**config.mk**
```make
export PLATFORM = sky130hd
export DESIGN_NAME = gelato_l1_cache_arbiter
export DESIGN_NICKNAME = d
export VERILOG_FILES = /design/src/rtl/gelato_l1_cache_arbiter.sv
export SDC_FILE = /design/constraint.sdc
export NUM_CORES = 1
export LEC_CHECK = 0
export CAP_MARGIN = 20
export CORE_AREA = 4 4 153 155
export DETAILED_ROUTE_END_ITERATION = 7
export DIE_AREA = 0 0 157 159
export PLACE_DENSITY_LB_ADDON = 0.12
export SYNTH_ARGS = -nofsm -noshare
export SYNTH_HDL_FRONTEND = slang
export SYNTH_SLANG_ARGS = --single-unit
```
**constraint.sdc**
```tcl
create_clock -name clk -period 2.12 [get_ports clk]
set_input_delay 0.424 -clock clk [delete_from_list [all_inputs] [get_ports clk]]
set_output_delay 0.424 -clock clk [all_outputs]
set_load 0.1 [all_outputs]
```
**src/rtl/gelato_l1_cache_arbiter.sv**
```systemverilog
// Round-robin arbiter that shares one L1 cache port among NUM_CH requesters,
// with a single outstanding read or write transaction at a time.
module gelato_l1_cache_arbiter #(
  parameter int NUM_CH     = 4,
  parameter int ADDR_WIDTH = 32,
  parameter int DATA_WIDTH = 32
) (
  input  logic                         clk,
  input  logic                         rst_n,
  input  logic [NUM_CH-1:0]            ch_valid,
  input  logic [NUM_CH-1:0]            ch_we,
  input  logic [NUM_CH*ADDR_WIDTH-1:0] ch_addr,
  input  logic [NUM_CH*DATA_WIDTH-1:0] ch_wdata,
  output logic [NUM_CH-1:0]            ch_done,
  output logic [DATA_WIDTH-1:0]        ch_rdata,
  output logic                         mem_valid,
  output logic                         mem_we,
  output logic [ADDR_WIDTH-1:0]        mem_addr,
  output logic [DATA_WIDTH-1:0]        mem_wdata,
  input  logic                         mem_done,
  input  logic [DATA_WIDTH-1:0]        mem_rdata,
  output logic                         busy,
  output logic [1:0]                   dbg_state
);

  localparam int PTR_W = $clog2(NUM_CH);

  // Handshake: a requester holds ch_valid (and its request fields until granted)
  // until it sees its ch_done pulse; the cache sees mem_valid held stable with
  // the latched request until it pulses mem_done once, with mem_rdata valid then.
  typedef enum logic [1:0] {
    S_IDLE = 2'd0,
    S_BUSY = 2'd1,
    S_RESP = 2'd2
  } state_t;

  state_t                  r_state;
  state_t                  w_state_nxt;
  logic [PTR_W-1:0]        r_rr_ptr;
  logic [PTR_W-1:0]        r_grant;
  logic [PTR_W-1:0]        w_sel;
  logic                    w_sel_found;
  logic                    w_sel_we;
  logic [ADDR_WIDTH-1:0]   w_sel_addr;
  logic [DATA_WIDTH-1:0]   w_sel_wdata;
  logic [PTR_W-1:0]        w_grant_nxt;
  logic [NUM_CH-1:0]       w_grant_onehot;
  logic                    r_mem_valid;
  logic                    r_mem_we;
  logic [ADDR_WIDTH-1:0]   r_mem_addr;
  logic [DATA_WIDTH-1:0]   r_mem_wdata;
  logic [NUM_CH-1:0]       r_ch_done;
  logic [DATA_WIDTH-1:0]   r_ch_rdata;

  // First requesting channel at or after the pointer, wrapping modulo NUM_CH.
  always_comb begin
    logic [PTR_W:0]   sum;
    logic [PTR_W-1:0] idx;
    sum         = '0;
    idx         = '0;
    w_sel       = '0;
    w_sel_found = 1'b0;
    for (int k = 0; k < NUM_CH; k++) begin
      sum = {1'b0, r_rr_ptr} + (PTR_W+1)'(k);
      if (sum >= (PTR_W+1)'(NUM_CH)) begin
        sum = sum - (PTR_W+1)'(NUM_CH);
      end
      idx = sum[PTR_W-1:0];
      if (!w_sel_found && ch_valid[idx]) begin
        w_sel       = idx;
        w_sel_found = 1'b1;
      end
    end
  end

  always_comb begin
    w_sel_we    = 1'b0;
    w_sel_addr  = '0;
    w_sel_wdata = '0;
    for (int i = 0; i < NUM_CH; i++) begin
      if (PTR_W'(i) == w_sel) begin
        w_sel_we    = ch_we[i];
        w_sel_addr  = ch_addr[i*ADDR_WIDTH +: ADDR_WIDTH];
        w_sel_wdata = ch_wdata[i*DATA_WIDTH +: DATA_WIDTH];
      end
    end
  end

  assign w_grant_nxt    = (r_grant == PTR_W'(NUM_CH-1)) ? '0 : r_grant + 1'b1;
  assign w_grant_onehot = {{(NUM_CH-1){1'b0}}, 1'b1} << r_grant;

  always_comb begin
    w_state_nxt = r_state;
    case (r_state)
      S_IDLE:  if (w_sel_found) w_state_nxt = S_BUSY;
      S_BUSY:  if (mem_done) w_state_nxt = S_RESP;
      S_RESP:  w_state_nxt = S_IDLE;
      default: w_state_nxt = S_IDLE;
    endcase
  end

  always_ff @(posedge clk or negedge rst_n) begin
    if (!rst_n) begin
      r_state <= S_IDLE;
    end else begin
      r_state <= w_state_nxt;
    end
  end

  always_ff @(posedge clk or negedge rst_n) begin
    if (!rst_n) begin
      r_rr_ptr    <= '0;
      r_grant     <= '0;
      r_mem_valid <= 1'b0;
      r_mem_we    <= 1'b0;
      r_mem_addr  <= '0;
      r_mem_wdata <= '0;
      r_ch_done   <= '0;
      r_ch_rdata  <= '0;
    end else begin
      r_ch_done <= '0;
      case (r_state)
        S_IDLE: begin
          if (w_sel_found) begin
            r_grant     <= w_sel;
            r_mem_valid <= 1'b1;
            r_mem_we    <= w_sel_we;
            r_mem_addr  <= w_sel_addr;
            r_mem_wdata <= w_sel_wdata;
          end
        end
        S_BUSY: begin
          if (mem_done) begin
            r_mem_valid <= 1'b0;
            r_ch_done   <= w_grant_onehot;
            r_rr_ptr    <= w_grant_nxt;
            // Writes leave the last read result visible to requesters.
            if (!r_mem_we) begin
              r_ch_rdata <= mem_rdata;
            end
          end
        end
        default: ;
      endcase
    end
  end

  assign ch_done   = r_ch_done;
  assign ch_rdata  = r_ch_rdata;
  assign mem_valid = r_mem_valid;
  assign mem_we    = r_mem_we;
  assign mem_addr  = r_mem_addr;
  assign mem_wdata = r_mem_wdata;
  assign busy      = (r_state != S_IDLE);
  assign dbg_state = r_state;

endmodule

```
==> metrics.csv <==
stage,metric,value,unit
run_status,status,"finished, final reports clean",
die,die_area,25000,um^2
power,ir_worst_vdd,0.780,mV
clocking,clock-sinks,108,
synthesis,syn-num-nets,787,
detailed_routing,drtAntennaViolNets,0,
timing,fmax,495,MHz
synthesis,synthCells,484,
detailed_routing,vias,5570,
detailed_routing,vias_per_cell,4.73,
clocking,cts-resized-gates,0,
setup_path,reg2reg_to,mem_wdata[11]$_DFFE_PN0P_,
setup_path,reg2reg_from,r_rr_ptr[1]$_DFFE_PN0P_,
timing,grt_setup_unrepaired,false,
synthesis,synth_ff_type,dfrtp_1,
setup_path,crit_path_end,mem_wdata[11]$_DFFE_PN0P_,
synthesis,synthTopCellsByArea,"dfrtp_1, mux2i_1, o221ai_1",
timing,finalSetupViolCount,0,
placed_design,gp_congestion,0.881,
timing,fin_crit,2.02,ns
synthesis,synth_area,5830,um^2
die,rows,54,
power,p_leak,4.56,nW
clocking,postCtsHoldBufs,0,
global_routing,antenna_found_initial,1,
setup_path,worstPathRequired,2.34,ns
run,maxCapViolations,0,
detailed_routing,dr.pass1.iters,4,
synthesis,syn_avg_cell_area,12.1,um^2
die,initial_utilization,26.7,%
detailed_routing,routedWlPerCell,19.7,um
die,die_w,157,um
clocking,tritoncts,yes,
synthesis,synth_top_cell_by_area,dfrtp_1,
global_routing,grt_pass1_wl,34200,um
clocking,cts_setup_buffers,0,
synthesis,synth_most_common_cell,mux2i_1,
timing,hold_ws,0.128,ns
setup_path,cp-end-kind,flip-flop,
setup_path,ff2ff_path_depth,7,
die,pin_count,404,
timing,fin_ws,0.0981,ns
die,dieHeight,159,um
setup_path,startpoint,ch_valid[0],
global_routing,first_global_vias,6101,
synthesis,ys_types,28,
setup_path,critical_path_class,in2reg,
clocking,clock_latency,0.35,ns
synthesis,yosys-top-cells-count,"mux2i_1, dfrtp_1, nand2_1",
timing,tightest_slew,0.648,ns
placed_design,io_buffer_count,403,
detailed_routing,drcViolationCount,0,
clocking,numCtsBuffers,9,
detailed_routing,drtIter0Drc,140,
final_layout,layout.nets,1195,
setup_path,path_max_fanout,15,
power,p_per_area,1730,nW/um^2
final_layout,drive_above_1_share,18.3,%
clocking,htree_num_levels,3,
synthesis,ys_warn_count,0,
clocking,root_buffer,clkbuf_16,
setup_path,timing.reg2reg.setup_slack,0.20,ns
synthesis,synth_top_area_share,46.3,%
die,core,21800,um^2
placed_design,dp_hpwl,18300,um
final_layout,area_delta_synth_final,76.3,%
clocking,clkTransAtPathRegs,0.08,ns
synthesis,synth_edf_count,0,
timing,slew_headroom,56.8,%
timing,slew_violations,0,
hold_path,worstHoldPathType,in2async,
placed_design,post-place-cells,1161,
placed_design,place_ws,-0.290,ns
clocking,clk_path_buf_depth,2,
global_routing,grt-ovfl-total,0,
detailed_routing,routed_wl,23200,um
synthesis,ys_ff_latch,108,
synthesis,seq_area_frac_synth,46.3,%
global_routing,track_usage,17.5,%
timing,hold_violations,0,
setup_path,cp-start-kind,input pin,
setup_path,crit_arrival,2.24,ns
global_routing,grt_max_degree,109,
timing,setup_tns,0,ns
synthesis,synth-async-reset-ratio,100,%
final_layout,layoutNonFillerInstCount,1178,
timing,fin_crit_sh,95.4,%
timing,finalClockSkew,0.00871,ns
## registers in the layout, indices dropped and copies added (netlist names)
name and count:
ch_done 4, mem_wdata 32, dbg_state 2, mem_addr 32, ch_rdata 32, r_grant 2, mem_valid 1, mem_we 1
r_rr_ptr 2
## per-layer routing
| layer | wire (um) | track usage (%) | vias up |
|---|---|---|---|
| li1 | - | - | 2621 |
| met1 | 8400 | 19.3 | 2652 |
| met2 | 12000 | 31.7 | 272 |
| met3 | 2350 | 5.71 | 25 |
| met4 | 518 | 5.33 | 0 |
| met5 | 0 | 0 | - |
## cell type report
| class | instances | area [um^2] |
|---|---|---|
| tap | 280 | 350 |
| clock inverter | 6 | 71.3 |
| clock buffer | 10 | 229 |
| antenna | 1 | 2.50 |
| multi-input combinational | 330 | 2730 |
| sequential | 108 | 2710 |
| inverter | 6 | 22.5 |
| fill | 2009 | 11500 |
| timing repair buffer | 437 | 4170 |
## metrics by stage
stage,instance area (um^2),power (mW),util [%]
floorplan,5840,13.0,-
global placement,9980,16.0,45.7
detailed placement,9980,16.1,45.7
CTS,10300,18.0,47.1
global route,10300,18.5,47.1
finish,10300,17.8,47.1
## worst min path at each step
stage	from	end	depth (start not counted)
after floorplan	rst_n	ch_done[0]$_DFF_PN0_	0
final	rst_n	mem_addr[21]$_DFFE_PN0P_	2
after global routing	rst_n	mem_addr[25]$_DFFE_PN0P_	2
after detailed placement	dbg_state[1]$_DFFE_PN0P_	dbg_state[0]$_DFFE_PN0P_	1
after global placement	dbg_state[1]$_DFFE_PN0P_	dbg_state[0]$_DFFE_PN0P_	1
after CTS	rst_n	mem_addr[21]$_DFFE_PN0P_	2
## logic make-up after synthesis
family / count (synthesis) / share of synthesized area [%]
adders and majority gates: 4 / 0.858
muxes: 163 / 28.7
DFF: 108 / 46.3
AOI/OAI and AO/OA: 73 / 10.7
and+or+nand+nor: 90 / 6.26
buffers and inverters: 46 / 7.23
## where the power goes
part / leakage (nW) / total (mW) / switching (mW) / internal, mW
combinational: 3.09 / 12.4 / 9.19 / 3.22
clock: 0.145 / 1.77 / 0.837 / 0.933
sequential: 1.32 / 3.58 / 0.554 / 3.03
## cells in the final DEF (no fill, tap or decap), types with 2 or more instances in the layout
master,netlist,routed
dfrtp_2,0,2
o221ai_1,65,65
buf_4,0,128
dfrtp_1,108,106
nor2_1,3,3
nand2b_1,2,2
nand2_1,75,74
buf_12,10,12
clkdlybuf4s50_1,0,297
inv_1,6,6
mux2i_1,130,129
mux2_1,32,32
and2_1,4,4
ha_1,4,4
a21oi_1,2,2
clkbuf_16,0,9
## critical path, stage by stage
cell             delay, ns
clkdlybuf4s50_1       0.45
a21o_1                0.19
a21oi_1               0.18
o22a_4                0.21
buf_12                0.17
buf_4                 0.15
mux2i_1               0.29
o221ai_1              0.16
Power figures use the tool's default switching activity.
